**src/rtl/fft_ctrl_pkg.sv**
```systemverilog
// fft_ctrl_pkg
// Shared definitions for the radix-2 DIT FFT sequencer:
//   - MAX_LOG_DEFAULT : default log2 of the largest transform size
//   - ENC_*           : controller state encodings
//   - state_t         : controller state type
//   - width_for()     : bits needed to hold values 0..max_value
package fft_ctrl_pkg;

    localparam int MAX_LOG_DEFAULT = 10;

    localparam logic [1:0] ENC_IDLE    = 2'd0;
    localparam logic [1:0] ENC_COMPUTE = 2'd1;
    localparam logic [1:0] ENC_GAP     = 2'd2;
    localparam logic [1:0] ENC_OUTPUT  = 2'd3;

    typedef enum logic [1:0] {
        ST_IDLE    = ENC_IDLE,
        ST_COMPUTE = ENC_COMPUTE,
        ST_GAP     = ENC_GAP,
        ST_OUTPUT  = ENC_OUTPUT
    } state_t;

    function automatic int width_for(input int max_value);
        return $clog2(max_value + 1);
    endfunction

endpackage

```
**src/rtl/shift_register.sv**
```systemverilog
// shift_register
// Fixed-depth delay line with a synchronous clear.
//   clk  : clock
//   clr  : synchronous active-high clear, empties every stage
//   din  : data in (WIDTH bits)
//   dout : din delayed by DEPTH cycles
module shift_register #(
    parameter int WIDTH = 1,
    parameter int DEPTH = 1
) (
    input  logic             clk,
    input  logic             clr,
    input  logic [WIDTH-1:0] din,
    output logic [WIDTH-1:0] dout
);

    logic [DEPTH:0][WIDTH-1:0] chain;

    assign chain[0] = din;

    genvar gi;
    generate
        for (gi = 0; gi < DEPTH; gi++) begin : g_stage
            logic [WIDTH-1:0] q_reg;

            always_ff @(posedge clk) begin
                if (clr) begin
                    q_reg <= '0;
                end else begin
                    q_reg <= chain[gi];
                end
            end

            assign chain[gi+1] = q_reg;
        end
    endgenerate

    assign dout = chain[DEPTH];

endmodule

```
**src/rtl/fft_seq_controller.sv**
```systemverilog
// fft_seq_controller
// Sequencer for an in-place radix-2 DIT FFT with runtime size 2^L.
// Per stage it issues one butterfly read per cycle, then waits BF_LAT idle
// cycles so that the stage's write-backs land before the next stage reads.
// After the final stage it streams natural-order output addresses.
//   clk, rst                : clock, synchronous active-high reset
//   start, cfg_log, cfg_inv : frame request, log2 size, inverse flag
//   cfg_err                 : pulse, start seen with out-of-range cfg_log
//   busy                    : frame in progress
//   rd_en, rd_addr_a/b      : butterfly operand reads
//   tw_addr, tw_conj        : twiddle ROM index (MAX_LOG-size ROM), conjugate
//   stage                   : current stage index
//   wr_en, wr_addr_a/b      : write-back, read signals delayed by BF_LAT
//   done                    : pulse, all stages written back
//   out_valid/ready/addr/last, frame_done : output address stream
module fft_seq_controller
    import fft_ctrl_pkg::*;
#(
    parameter int MAX_LOG = MAX_LOG_DEFAULT,
    parameter int BF_LAT  = 3,
    parameter int LW      = width_for(MAX_LOG)
) (
    input  logic               clk,
    input  logic               rst,
    input  logic               start,
    input  logic [LW-1:0]      cfg_log,
    input  logic               cfg_inv,
    output logic               cfg_err,
    output logic               busy,
    output logic               rd_en,
    output logic [MAX_LOG-1:0] rd_addr_a,
    output logic [MAX_LOG-1:0] rd_addr_b,
    output logic [MAX_LOG-2:0] tw_addr,
    output logic               tw_conj,
    output logic [LW-1:0]      stage,
    output logic               wr_en,
    output logic [MAX_LOG-1:0] wr_addr_a,
    output logic [MAX_LOG-1:0] wr_addr_b,
    output logic               done,
    output logic               out_valid,
    input  logic               out_ready,
    output logic [MAX_LOG-1:0] out_addr,
    output logic               out_last,
    output logic               frame_done
);

    localparam int GW = (BF_LAT > 1) ? $clog2(BF_LAT) : 1;
    localparam logic [GW-1:0]      GAP_LAST = GW'(BF_LAT - 1);
    localparam logic [MAX_LOG-1:0] ONE_A    = MAX_LOG'(1);
    localparam logic [LW-1:0]      ONE_S    = LW'(1);
    localparam logic [LW-1:0]      LOG_MAX  = LW'(MAX_LOG);
    localparam logic [LW-1:0]      TW_TOP   = LW'(MAX_LOG - 1);

    state_t             state_reg, state_next;
    logic [LW-1:0]      s_reg, s_next;
    logic [LW-1:0]      l_reg, l_next;
    logic [MAX_LOG-1:0] j_reg, j_next;
    logic [MAX_LOG-1:0] idx_reg, idx_next;
    logic [GW-1:0]      gap_reg, gap_next;
    logic               inv_reg, inv_next;
    logic               err_reg, err_next;
    logic               done_reg, done_next;
    logic               fdone_reg, fdone_next;

    logic [MAX_LOG-1:0] n_last;
    logic [MAX_LOG-1:0] j_last;
    logic [MAX_LOG-1:0] span;
    logic [MAX_LOG-1:0] pos;
    logic [MAX_LOG-1:0] addr_a;
    logic [MAX_LOG-1:0] addr_b;
    logic [MAX_LOG-1:0] tw_full;
    logic               cfg_ok;
    logic               start_ok;

    // N-1 wraps correctly for L = MAX_LOG (1<<MAX_LOG truncates to 0).
    assign n_last  = (ONE_A << l_reg) - ONE_A;
    assign j_last  = n_last >> 1;
    assign span    = ONE_A << s_reg;
    assign pos     = j_reg & (span - ONE_A);
    assign addr_a  = ((j_reg >> s_reg) << (s_reg + ONE_S)) | pos;
    assign addr_b  = addr_a + span;
    // Twiddle step is expressed in MAX_LOG-size units, so L never enters.
    assign tw_full = pos << (TW_TOP - s_reg);

    assign cfg_ok = (cfg_log != '0) && (cfg_log <= LOG_MAX);
    // The frame_done cycle is already IDLE, but a new frame may only be
    // accepted from the cycle after it.
    assign start_ok = start && !fdone_reg;

    always_comb begin
        state_next = state_reg;
        s_next     = s_reg;
        l_next     = l_reg;
        j_next     = j_reg;
        idx_next   = idx_reg;
        gap_next   = gap_reg;
        inv_next   = inv_reg;
        err_next   = 1'b0;
        done_next  = 1'b0;
        fdone_next = 1'b0;

        case (state_reg)
            ST_IDLE: begin
                if (start_ok) begin
                    if (cfg_ok) begin
                        l_next     = cfg_log;
                        inv_next   = cfg_inv;
                        s_next     = '0;
                        j_next     = '0;
                        state_next = ST_COMPUTE;
                    end else begin
                        err_next = 1'b1;
                    end
                end
            end
            ST_COMPUTE: begin
                if (j_reg == j_last) begin
                    gap_next   = '0;
                    state_next = ST_GAP;
                end else begin
                    j_next = j_reg + ONE_A;
                end
            end
            ST_GAP: begin
                if (gap_reg == GAP_LAST) begin
                    if (s_reg == l_reg - ONE_S) begin
                        done_next  = 1'b1;
                        idx_next   = '0;
                        state_next = ST_OUTPUT;
                    end else begin
                        s_next     = s_reg + ONE_S;
                        j_next     = '0;
                        state_next = ST_COMPUTE;
                    end
                end else begin
                    gap_next = gap_reg + GW'(1);
                end
            end
            ST_OUTPUT: begin
                if (out_ready) begin
                    if (idx_reg == n_last) begin
                        fdone_next = 1'b1;
                        s_next     = '0;
                        state_next = ST_IDLE;
                    end else begin
                        idx_next = idx_reg + ONE_A;
                    end
                end
            end
            default: state_next = ST_IDLE;
        endcase
    end

    always_ff @(posedge clk) begin
        if (rst) begin
            state_reg <= ST_IDLE;
            s_reg     <= '0;
            l_reg     <= '0;
            j_reg     <= '0;
            idx_reg   <= '0;
            gap_reg   <= '0;
            inv_reg   <= 1'b0;
            err_reg   <= 1'b0;
            done_reg  <= 1'b0;
            fdone_reg <= 1'b0;
        end else begin
            state_reg <= state_next;
            s_reg     <= s_next;
            l_reg     <= l_next;
            j_reg     <= j_next;
            idx_reg   <= idx_next;
            gap_reg   <= gap_next;
            inv_reg   <= inv_next;
            err_reg   <= err_next;
            done_reg  <= done_next;
            fdone_reg <= fdone_next;
        end
    end

    assign busy       = (state_reg != ST_IDLE);
    assign rd_en      = (state_reg == ST_COMPUTE);
    // Addresses are forced to zero outside COMPUTE so the delay line
    // carries clean zeros alongside wr_en = 0.
    assign rd_addr_a  = rd_en ? addr_a : '0;
    assign rd_addr_b  = rd_en ? addr_b : '0;
    assign tw_addr    = rd_en ? tw_full[MAX_LOG-2:0] : '0;
    assign tw_conj    = inv_reg;
    assign stage      = s_reg;
    assign cfg_err    = err_reg;
    assign done       = done_reg;
    assign frame_done = fdone_reg;
    assign out_valid  = (state_reg == ST_OUTPUT);
    assign out_addr   = out_valid ? idx_reg : '0;
    assign out_last   = out_valid && (idx_reg == n_last);

    logic [2*MAX_LOG:0] wb_in;
    logic [2*MAX_LOG:0] wb_out;

    assign wb_in = {rd_en, rd_addr_a, rd_addr_b};

    shift_register #(
        .WIDTH (1 + 2 * MAX_LOG),
        .DEPTH (BF_LAT)
    ) u_wb_delay (
        .clk  (clk),
        .clr  (rst),
        .din  (wb_in),
        .dout (wb_out)
    );

    assign {wr_en, wr_addr_a, wr_addr_b} = wb_out;

endmodule

```
**config.mk**
```make
export PLATFORM = sky130hd
export DESIGN_NAME = fft_seq_controller
export DESIGN_NICKNAME = d
export VERILOG_FILES = /design/src/rtl/fft_ctrl_pkg.sv /design/src/rtl/shift_register.sv /design/src/rtl/fft_seq_controller.sv
export SDC_FILE = /design/constraint.sdc
export NUM_CORES = 1
export LEC_CHECK = 0
export ABC_CLOCK_PERIOD_IN_PS = 5200
export CAP_MARGIN = 40
export CORE_AREA = 2 2 166 168
export DETAILED_ROUTE_END_ITERATION = 10
export DIE_AREA = 0 0 168 170
export PLACE_DENSITY = 0.47
export REMOVE_ABC_BUFFERS = 1
export SLEW_MARGIN = 20
export SYNTH_ARGS = -nofsm -noshare
export SYNTH_HDL_FRONTEND = slang
export SYNTH_SLANG_ARGS = --single-unit
```
**constraint.sdc**
```tcl
create_clock -name clk -period 5.2 [get_ports clk]
set_input_delay 0.78 -clock clk [delete_from_list [all_inputs] [get_ports clk]]
set_output_delay 0.78 -clock clk [all_outputs]
set_load 0.01 [all_outputs]
```
## Word level (Yosys, flattened, before mapping)

Index checks and enable logic that the tools add are counted.

| storage, ports and cells | value |
|---|---|
| flip-flop bits (word level) | 99 |
| output and inout bits | 72 |

| cells by class | value |
|---|---|
| $add $sub $neg | 9 |
| eq/ne operators | 18 |
| reductions and logical operators | 20 |
| multiplexer cells | 36 |
| order comparisons | 1 |
| bitwise gates (word level) | 8 |
| shift operators | 5 |

Operators by type and width:

| cell | number |
|---|---|
| $mux 10 | 12 |
| $pmux 10 s3 | 1 |
| $mux 4 | 6 |
| $add 10x1->10 const B | 2 |
| $pmux 10 s2 | 1 |
| $shl 1x4->10 const A | 2 |
| $sub 10x1->10 const B | 2 |
| $mux 2 | 9 |
| $ne 2x2->1 const B | 8 |
| $pmux 4 s3 | 1 |
| $reduce_and 6->1 | 2 |
| $add 10x10->10 | 1 |
| $and 10x10->10 | 1 |
| $eq 10x10->1 | 1 |
| $eq 10x9->1 | 1 |
| $or 10x10->10 | 1 |
| $shl 10x4->10 | 1 |
| $shl 10x4->9 | 1 |
| $shr 10x4->10 | 1 |
| $mux 9 | 1 |
| $reduce_or 3->1 | 3 |
| $pmux 2 s4 | 1 |
| $reduce_and 7->1 | 1 |
| $eq 2x2->1 const B | 3 |
| other kinds (19) | 34 |

## Logic depth before layout (Yosys ltp)

Gate-level depths: netlist (run 1).

| depth | value |
|---|---|
| depth in word-level cells | 6 |
| gate-level depth with buffers | 18 |
| depth with buffers taken out | 15 |

## Hierarchy

A second synthesis (run 1) with hierarchy kept.

| unflattened totals | value |
|---|---|
| cells, all modules | 737 |
| area, all modules | 6256.0 µm² |

By module, submodules not included:

| module | cells an instance | sequential area each (µm²) | times used | area an instance (µm²) |
|---|---|---|---|---|
| fft_seq_controller | 605 | 720.7 | 1 | 4570.6 |
| shift_register | 132 | 1261.2 | 1 | 1685.4 |

## Least setup slack after synthesis (run 1)

No wires, ideal clock.

| path | value |
|---|---|
| path type | register -> output |
| start | register s_reg[1] (netlist: stage[1]) |
| end | output port rd_addr_b[8] |
| slack | 0.279 ns |
| stages on the path, launching flop included | 18 |
| data arrival time | 4.141 ns |
| cell sequence | dfxtp_1 > clkbuf_1 > clkbuf_1 > clkinv_1 > ha_1 > inv_1 > clkbuf_1 > nand3_1 > o21ai_0 > ha_1 > fa_1 > a21o_1 > a21oi_1 > o21bai_1 > a21oi_1 > o21bai_1 > a21oi_1 > mux2i_1 |

| on the way | value |
|---|---|
| cells in the longest elaborated chain, start to end | 6 |
| elaborated cells between the ends (all ways) | 9 |
| those cells by class | 3 x add/sub; 3 x shift; 1 x mux; 2 x bitwise |

RTL lines:

| element | RTL line | RTL |
|---|---|---|
| start: declaration | fft_seq_controller.sv:55 | `logic [LW-1:0] s_reg, s_next;` |
| start signal: assignment | fft_seq_controller.sv:168 | `s_reg <= s_next;` |
| $shl 1x4->10 | fft_seq_controller.sv:78 | `assign span = ONE_A << s_reg;` |
| $sub 10x1->10 | fft_seq_controller.sv:79 | `assign pos = j_reg & (span - ONE_A);` |
| $and 10x10->10 | fft_seq_controller.sv:79 |  |
| $or 10x10->10 | fft_seq_controller.sv:80 | `assign addr_a = ((j_reg >> s_reg) << (s_reg + ONE_S)) \| pos;` |
| $add 10x10->10 (*) | fft_seq_controller.sv:81 | `assign addr_b = addr_a + span;` |
| $mux 10 (*) | fft_seq_controller.sv:185 | `assign rd_addr_b = rd_en ? addr_b : '0;` |
| end: declaration | fft_seq_controller.sv:32 | `output logic [MAX_LOG-1:0] rd_addr_b,` |

Mark *: on every way between the ends. The rest lies on a longest branch, timed or not.

## Worst setup path in the final report (run 1)

| path | value |
|---|---|
| start | register s_reg[0] (netlist: stage[0]) |
| end | output port rd_addr_b[6] |

The elaborated chain is that of the path after synthesis.

==> run metrics, run 1 <==
Worst Path Required=4420 ps; GRT Max-Usage Layer=met2; Post-Synthesis Cells=777; dpl cells=1201; commonest cells in the netlist=99 x dfxtp_1, 51 x nor2_1, 51 x nor2b_1; number of I/O port buffers=80; Clock Skew=12.45 ps; Layout fillers=2781; CP cell instances=buf_12, mux4_2, mux4_2, nor2b_1, inv_1, mux2_2, o21ai_0, ha_1, buf_4, a21oi_2, o21bai_1, a21oi_2, xnor2_1, and2_1, clkdlybuf4s50_1; first-pass GRT wire length=31.43 mm; starting density of the core=24.69%; Root Buffer=clkbuf_16; met1 usage=17.06%; largest fanout on the critical path=15; clock-pin slew on the worst setup and hold paths=80 ps; clk sinks=99; reg2reg start=l_reg[0]; r2r setup slk=1370 ps; register area share after synthesis=30.12%; GRT Total Usage=13.86%; FF-to-FF End=state_reg[0]; largest area contributor in the netlist=dfxtp_1; Async S/R FF share, synth=0%; core area=26650 um^2; drc violations=0; ANT cells=0; global-route met2 utilization=24.47%; Die Area=28560 um^2; Yosys Warn Count=0; vias in the first global route=5770; fin crit share=97.13%; fin util=31.76%; ys flop type=dfxtp_1; critical setup path kind=reg2out; Synth top area share=30.12%; FF-to-FF path depth=13; grt met3 use=2.186%; Worst VDD drop=0.0001819 V; First-pass DRT Iterations=5; max frequency=198.0 MHz; final setup fails=0; CTS tree=built; DRT iter0 DRCs=355; hold wc startpoint=u_wb_delay.g_stage[1].q_reg[2]; CTS Buf Count=9; proportion of layout cells with a drive suffix above 1=15.01%; dpl hpwl=14.95 mm; worst hold stages=1; worst stage delay on the critical path=550 ps; area growth from synthesis to layout=28.62%; post-synth cell types=76; WL final=19.87 mm; Avg Cell Area, Syn=8.469 um^2; crit path max-delay cell type=mux4_2; pin count of the biggest net entering global routing=35; WP data arrival=4270 ps; P per Cell Area=277.3 nW/um^2; Layout Nets=922; initial antenna violation count=0; Worst Path Buf+Inv=4; hold worst-path end=u_wb_delay.dout[2]; measured slew at the worst slew-check pin=739.6 ps; flop and latch count out of synthesis=99; Synth area leaders=dfxtp_1 30%, ha_1 5.9%, nor2b_1 4.8%; Clock Latency Late Sink=360 ps; Largest register FFs=42; CP top delay family=multiplexers; Clock H-tree levels=3; Worst setup EP type=output port; synthesized area=6580 um^2; final cell count without fillers=1227; clk buf depth=2; Die Y=170 um; Die W=168 um; max-slew violation count=0; most common cell in the netlist=dfxtp_1; Power Total=0.002347 W; startpoint types=flop; average routed wire per standard cell=16.19 um; # hold bufs at CTS=0; max_slew headroom=50.51%; Max-Cap Viols=0; DR vias/cell=4.931; remaining global-route overflow=0; Post-synth EDFFs=0; Site Rows=60; crit path time final=5051 ps; Final Hold Viols=0; Vias=6050; Lkg Pwr=3.289 nW; I/O Pins=81; Hold Crit Class=reg2reg; outcome=complete, no violations; Final ANT Viol Nets=0; GPL Wtd Cong=0.8537
[area by class of cell]
type	instances	area, um^2	share of cell area [%]
multi-input combinational	584	4243	50.13
sequential	99	1987	23.48
timing repair buffer	150	1348	15.92
tap	341	426.7	5.041
clock buffer	9	225.2	2.661
inverter	37	142.6	1.685
clock inverter	7	91.34	1.079
[logic make-up (layout without fill, tap and decap cells)]
kind of cell | Yosys count | after routing | share of synthesized area, %
simple gates | 310 | 310 | 26.45
compound gates | 176 | 176 | 19.59
flops | 99 | 99 | 30.12
buf+inv | 94 | 203 | 6.009
xor+xnor | 34 | 34 | 4.735
fa+ha+maj | 32 | 32 | 6.199
mux | 32 | 32 | 6.903
[how the worst max path moves through the flow]
stage | slack, ps | from | cells after the start | to
final | 150 | stage[0] | 15 | rd_addr_b[6]
after detailed placement | 150 | stage[0] | 15 | rd_addr_b[9]
after global placement | 110 | stage[0] | 17 | rd_addr_b[9]
after floorplan | -300 | stage[0] | 14 | rd_addr_b[8]
after CTS | 50 | stage[0] | 15 | rd_addr_b[7]
after global routing | -60 | stage[0] | 15 | rd_addr_b[9]
[repair_timing]
| item | 4_1_cts | 5_1_grt |
|---|---|---|
| pin swaps | 2 | 7 |
| cloned | 0 | 1 |
| setup buffers | 1 | 8 |
| gates resized for setup | 7 | 13 |
| endpoints found under the setup margin | 3 | 5 |
[routing by layer]
layer | vias up | share of wire [%]
li1 | 3006 | -
met1 | 2868 | 45
met2 | 146 | 49
met3 | 30 | 3.3
met4 | 0 | 2.7
met5 | - | 0
[through the flow]
step	setup WS, ps	area, um^2	hold WS [ps]	TNS, ps
after floorplan	-302.3	6324	413.8	-491.6
final	149.4	8463	435.1	0
after global placement	109.8	7988	418.1	0
after CTS	49.28	8342	440.8	0
after detailed placement	149.0	8003	422.0	0
after global routing	-63.45	8463	450.3	-63.45
[cells in the final DEF (no fill, tap or decap), types with 7 or more instances in the layout]
cell type        netlist  routed
o211ai_1               8       8
o21ai_0               24      21
a21oi_1               27      22
xor2_1                10      10
xnor2_1               23      23
nor3_1                20      19
nand4_1                8       8
nand2b_1               9       9
mux2i_1               15      15
a31oi_1                8       8
nand3b_1               9       9
clkbuf_16              0      10
nor2_1                51      51
buf_4                  3      64
dfxtp_1               99      97
nor3b_1                9       9
clkdlybuf4s50_1        0      76
nand3_1               26      26
a211oi_1              11      11
and3_1                18      18
a21o_1                17      17
mux2_2                 7       7
and2_1                31      31
inv_1                 36      35
nand2_1               43      43
o21a_1                11      10
ha_1                  31      30
nor2b_1               51      51
mux4_2                10      10
[power breakdown]
group | total [W] | internal [W] | switching [W]
combinational | 0.000833 | 0.000342 | 0.000490
clock | 0.000710 | 0.000349 | 0.000361
sequential | 0.000805 | 0.000783 | 0.0000217
total | 0.00235 | 0.00147 | 0.000873
Power figures use the tool's default switching activity.
==> run 2, diff against run 1 <==
Settings changed: ABC_CLOCK_PERIOD_IN_PS 5200 to 5400.
Clock period 5.2 ns to 5.4 ns, I/O delays scaled along.
==> run 2 against run 1 <==
Non-clock buffer count down 22. Sequential share of layout area is 0.56 points higher. Cell area down 2.4%. Sequential cell count is the same. Critical endpoint is now rd_addr_b[7]. Critical path depth stayed put. Via count fell by 2.5%. First-iteration DRC count is 7.9% higher. Power shrank 4.9%. Routed wire length fell by 0.50%. Hold slack hardly changed.
==> run metrics, run 2 (same netlist as run 1, synthesis figures left out) <==
Root Buffer=clkbuf_16; Die W=168 um (unchanged); RSZ-0062 raised after global routing=false; starting density of the core=24.69% (unchanged); WP data arrival=4330 ps (+60 ps); Largest register FFs=42 (unchanged); net switching power=0.0008423 W (-3.5%); Clock Skew=12.59 ps (+0.1393 ps); Clock Latency Late Sink=370 ps (about the same); DRT iter0 DRCs=383 (+7.9%); CTS tree=built; ANT cells=0 (unchanged); dpl cells=1186 (-1.2%); clock-pin slew on the worst setup and hold paths=90 ps (about the same); GPL Wtd Cong=0.8551 (+0.16%); Die Y=170 um (unchanged); DR vias/cell=4.897 (-0.68%); average routed wire per standard cell=16.40 um (+1.3%); crit path max-delay cell type=mux4_2; Placed Instance Area=7880 um^2 (-1.5%); DP Worst Slack=131.7 ps (-17.23 ps); measured slew at the worst slew-check pin=727.6 ps (-11.99 ps); P_int=0.001390 W (-5.7%); initial antenna violation count=0 (unchanged); Final ANT Viol Nets=0 (unchanged); commonest non-fill, non-tap cell in the layout=dfxtp_1; Layout Nets=900 (-2.4%); number of I/O port buffers=80 (unchanged); Worst VDD drop=0.0001421 V (-22%); Site Rows=60 (unchanged); dpl hpwl=14.86 mm (-0.62%); First-pass DRT Iterations=6 (+1); Clk pwr share=30.9% (+0.6 points); fin util=31.00% (-0.76 points); first-pass GRT wire length=31.78 mm (+1.1%); WL final=19.77 mm (-0.50%); Final Cell Area=8262 um^2 (-2.4%); max_slew headroom=50.98% (+0.47 points); startpoint types=flop; worst setup margin=258.8 ps (+109.4 ps); CP dominant cell by count=mux4_2; drc violations=0 (unchanged); critical setup path kind=reg2out; area growth from synthesis to layout=25.56%; remaining global-route overflow=0 (unchanged); crit path time final=5141 ps; Vias=5901 (-2.5%); I/O Pins=81 (unchanged); final cell count without fillers=1205 (-1.8%); CP cell instances=buf_12, mux4_2, mux4_2, nor2b_1, inv_1, mux2_2, o21ai_0, ha_1, nand2_1, o21ai_1, o41ai_2, buf_4, xnor2_1, and2_1, clkdlybuf4s50_1; Hold Crit Class=reg2reg; Lkg Pwr=3.169 nW (-3.6%); P per Cell Area=270.3 nW/um^2 (-2.6%); setup TNS=0 ps (unchanged); largest fanout on the critical path=27 (+12); clk sinks=99 (unchanged); pin count of the biggest net entering global routing=35 (unchanged); Worst setup EP type=output port; GRT Total Usage=14.02% (+0.16 points); CTS Buf Count=9 (unchanged); Final Hold Viols=0 (unchanged); Clock H-tree levels=3 (unchanged); most frequent cells in the layout=98 x dfxtp_1, 77 x clkdlybuf4s50_1, 51 x nor2_1, 51 x nor2b_1, 44 x buf_4; worst stage delay on the critical path=570 ps (+20 ps); Worst Path Required=4590 ps (+170 ps); Max-Cap Viols=0 (unchanged); max-slew violation count=0 (unchanged); core area=26650 um^2 (unchanged); vias in the first global route=5634 (-2.4%); Die Area=28560 um^2 (unchanged); proportion of layout cells with a drive suffix above 1=12.15% (-2.9 points); sequential power share=34.7% (+0.4 points); fin crit share=95.21%; worst hold stages=1 (unchanged); final setup fails=0 (unchanged); max frequency=194.5 MHz; clk buf depth=2 (unchanged); outcome=complete, no violations; Comb pwr share=34.4% (-1.1 points); FF-to-FF path depth=12 (-1); switching part of the total power=37.72% (+0.53 points)
run 2: worst paths after layout:
path | startpoint | endpoint | slack [ps]
min | u_wb_delay.g_stage[0].q_reg[13] | u_wb_delay.g_stage[1].q_reg[13] | 440
max | stage[0] | rd_addr_b[7] | 260
min reg2reg | u_wb_delay.g_stage[0].q_reg[13] | u_wb_delay.g_stage[1].q_reg[13] | 440
max reg2reg | l_reg[0] | stage[1] | 1450
run 2: metal layers:
| layer | part of all wire [%] | track usage, % | vias up |
|---|---|---|---|
| li1 | - | - | 2963 |
| met5 | 0 | 0 | - |
| met2 | 49 | 24.29 | 118 |
| met4 | 2.0 | 4.386 | 0 |
| met3 | 3.2 | 2.326 | 23 |
| met1 | 46 | 17.81 | 2797 |
run 2: final cells by class:
class | instances | area, um^2
repair buffers | 128 | 1165
inverters | 37 | 138.9
clock buffers | 9 | 225.2
fillers | 2853 | 18390
multi-input cells | 584 | 4229
well taps | 341 | 426.7
flip-flops and latches | 99 | 1986
clock inverters | 7 | 91.34
run 2: critical path, delay by kind of cell (launching register included):
family	cells	cell delay, ps
mux	3	1220
buf+inv	4	950
compound gates	3	450
flops	1	440
simple gates	3	400
fa+ha+maj	1	360
xor+xnor	1	130
run 2: power groups by stage:
stage	registers (W)	logic (W)	clock network [W]
CTS	0.000775	0.000765	0.000713
global route	0.000779	0.000845	0.000742
global placement	0.000792	0.000757	0
detailed placement	0.000792	0.000760	0
finish	0.000775	0.000768	0.000690
floorplan	0.000799	0.000493	0
run 2: metrics by stage:
stage	hold slack, ps	power, W
final	435.3	0.002233
after global routing	449.2	0.002366
after CTS	433.6	0.002253
after detailed placement	420.4	0.001552
after global placement	415.7	0.001550
after floorplan	413.8	0.001292
run 2: what timing repair did:
item,in CTS,in global routing
pin swaps,1,1
setup endpoints to repair,3,3
buffers inserted,0,1
resized for setup,8,6
hold buffers,0,0
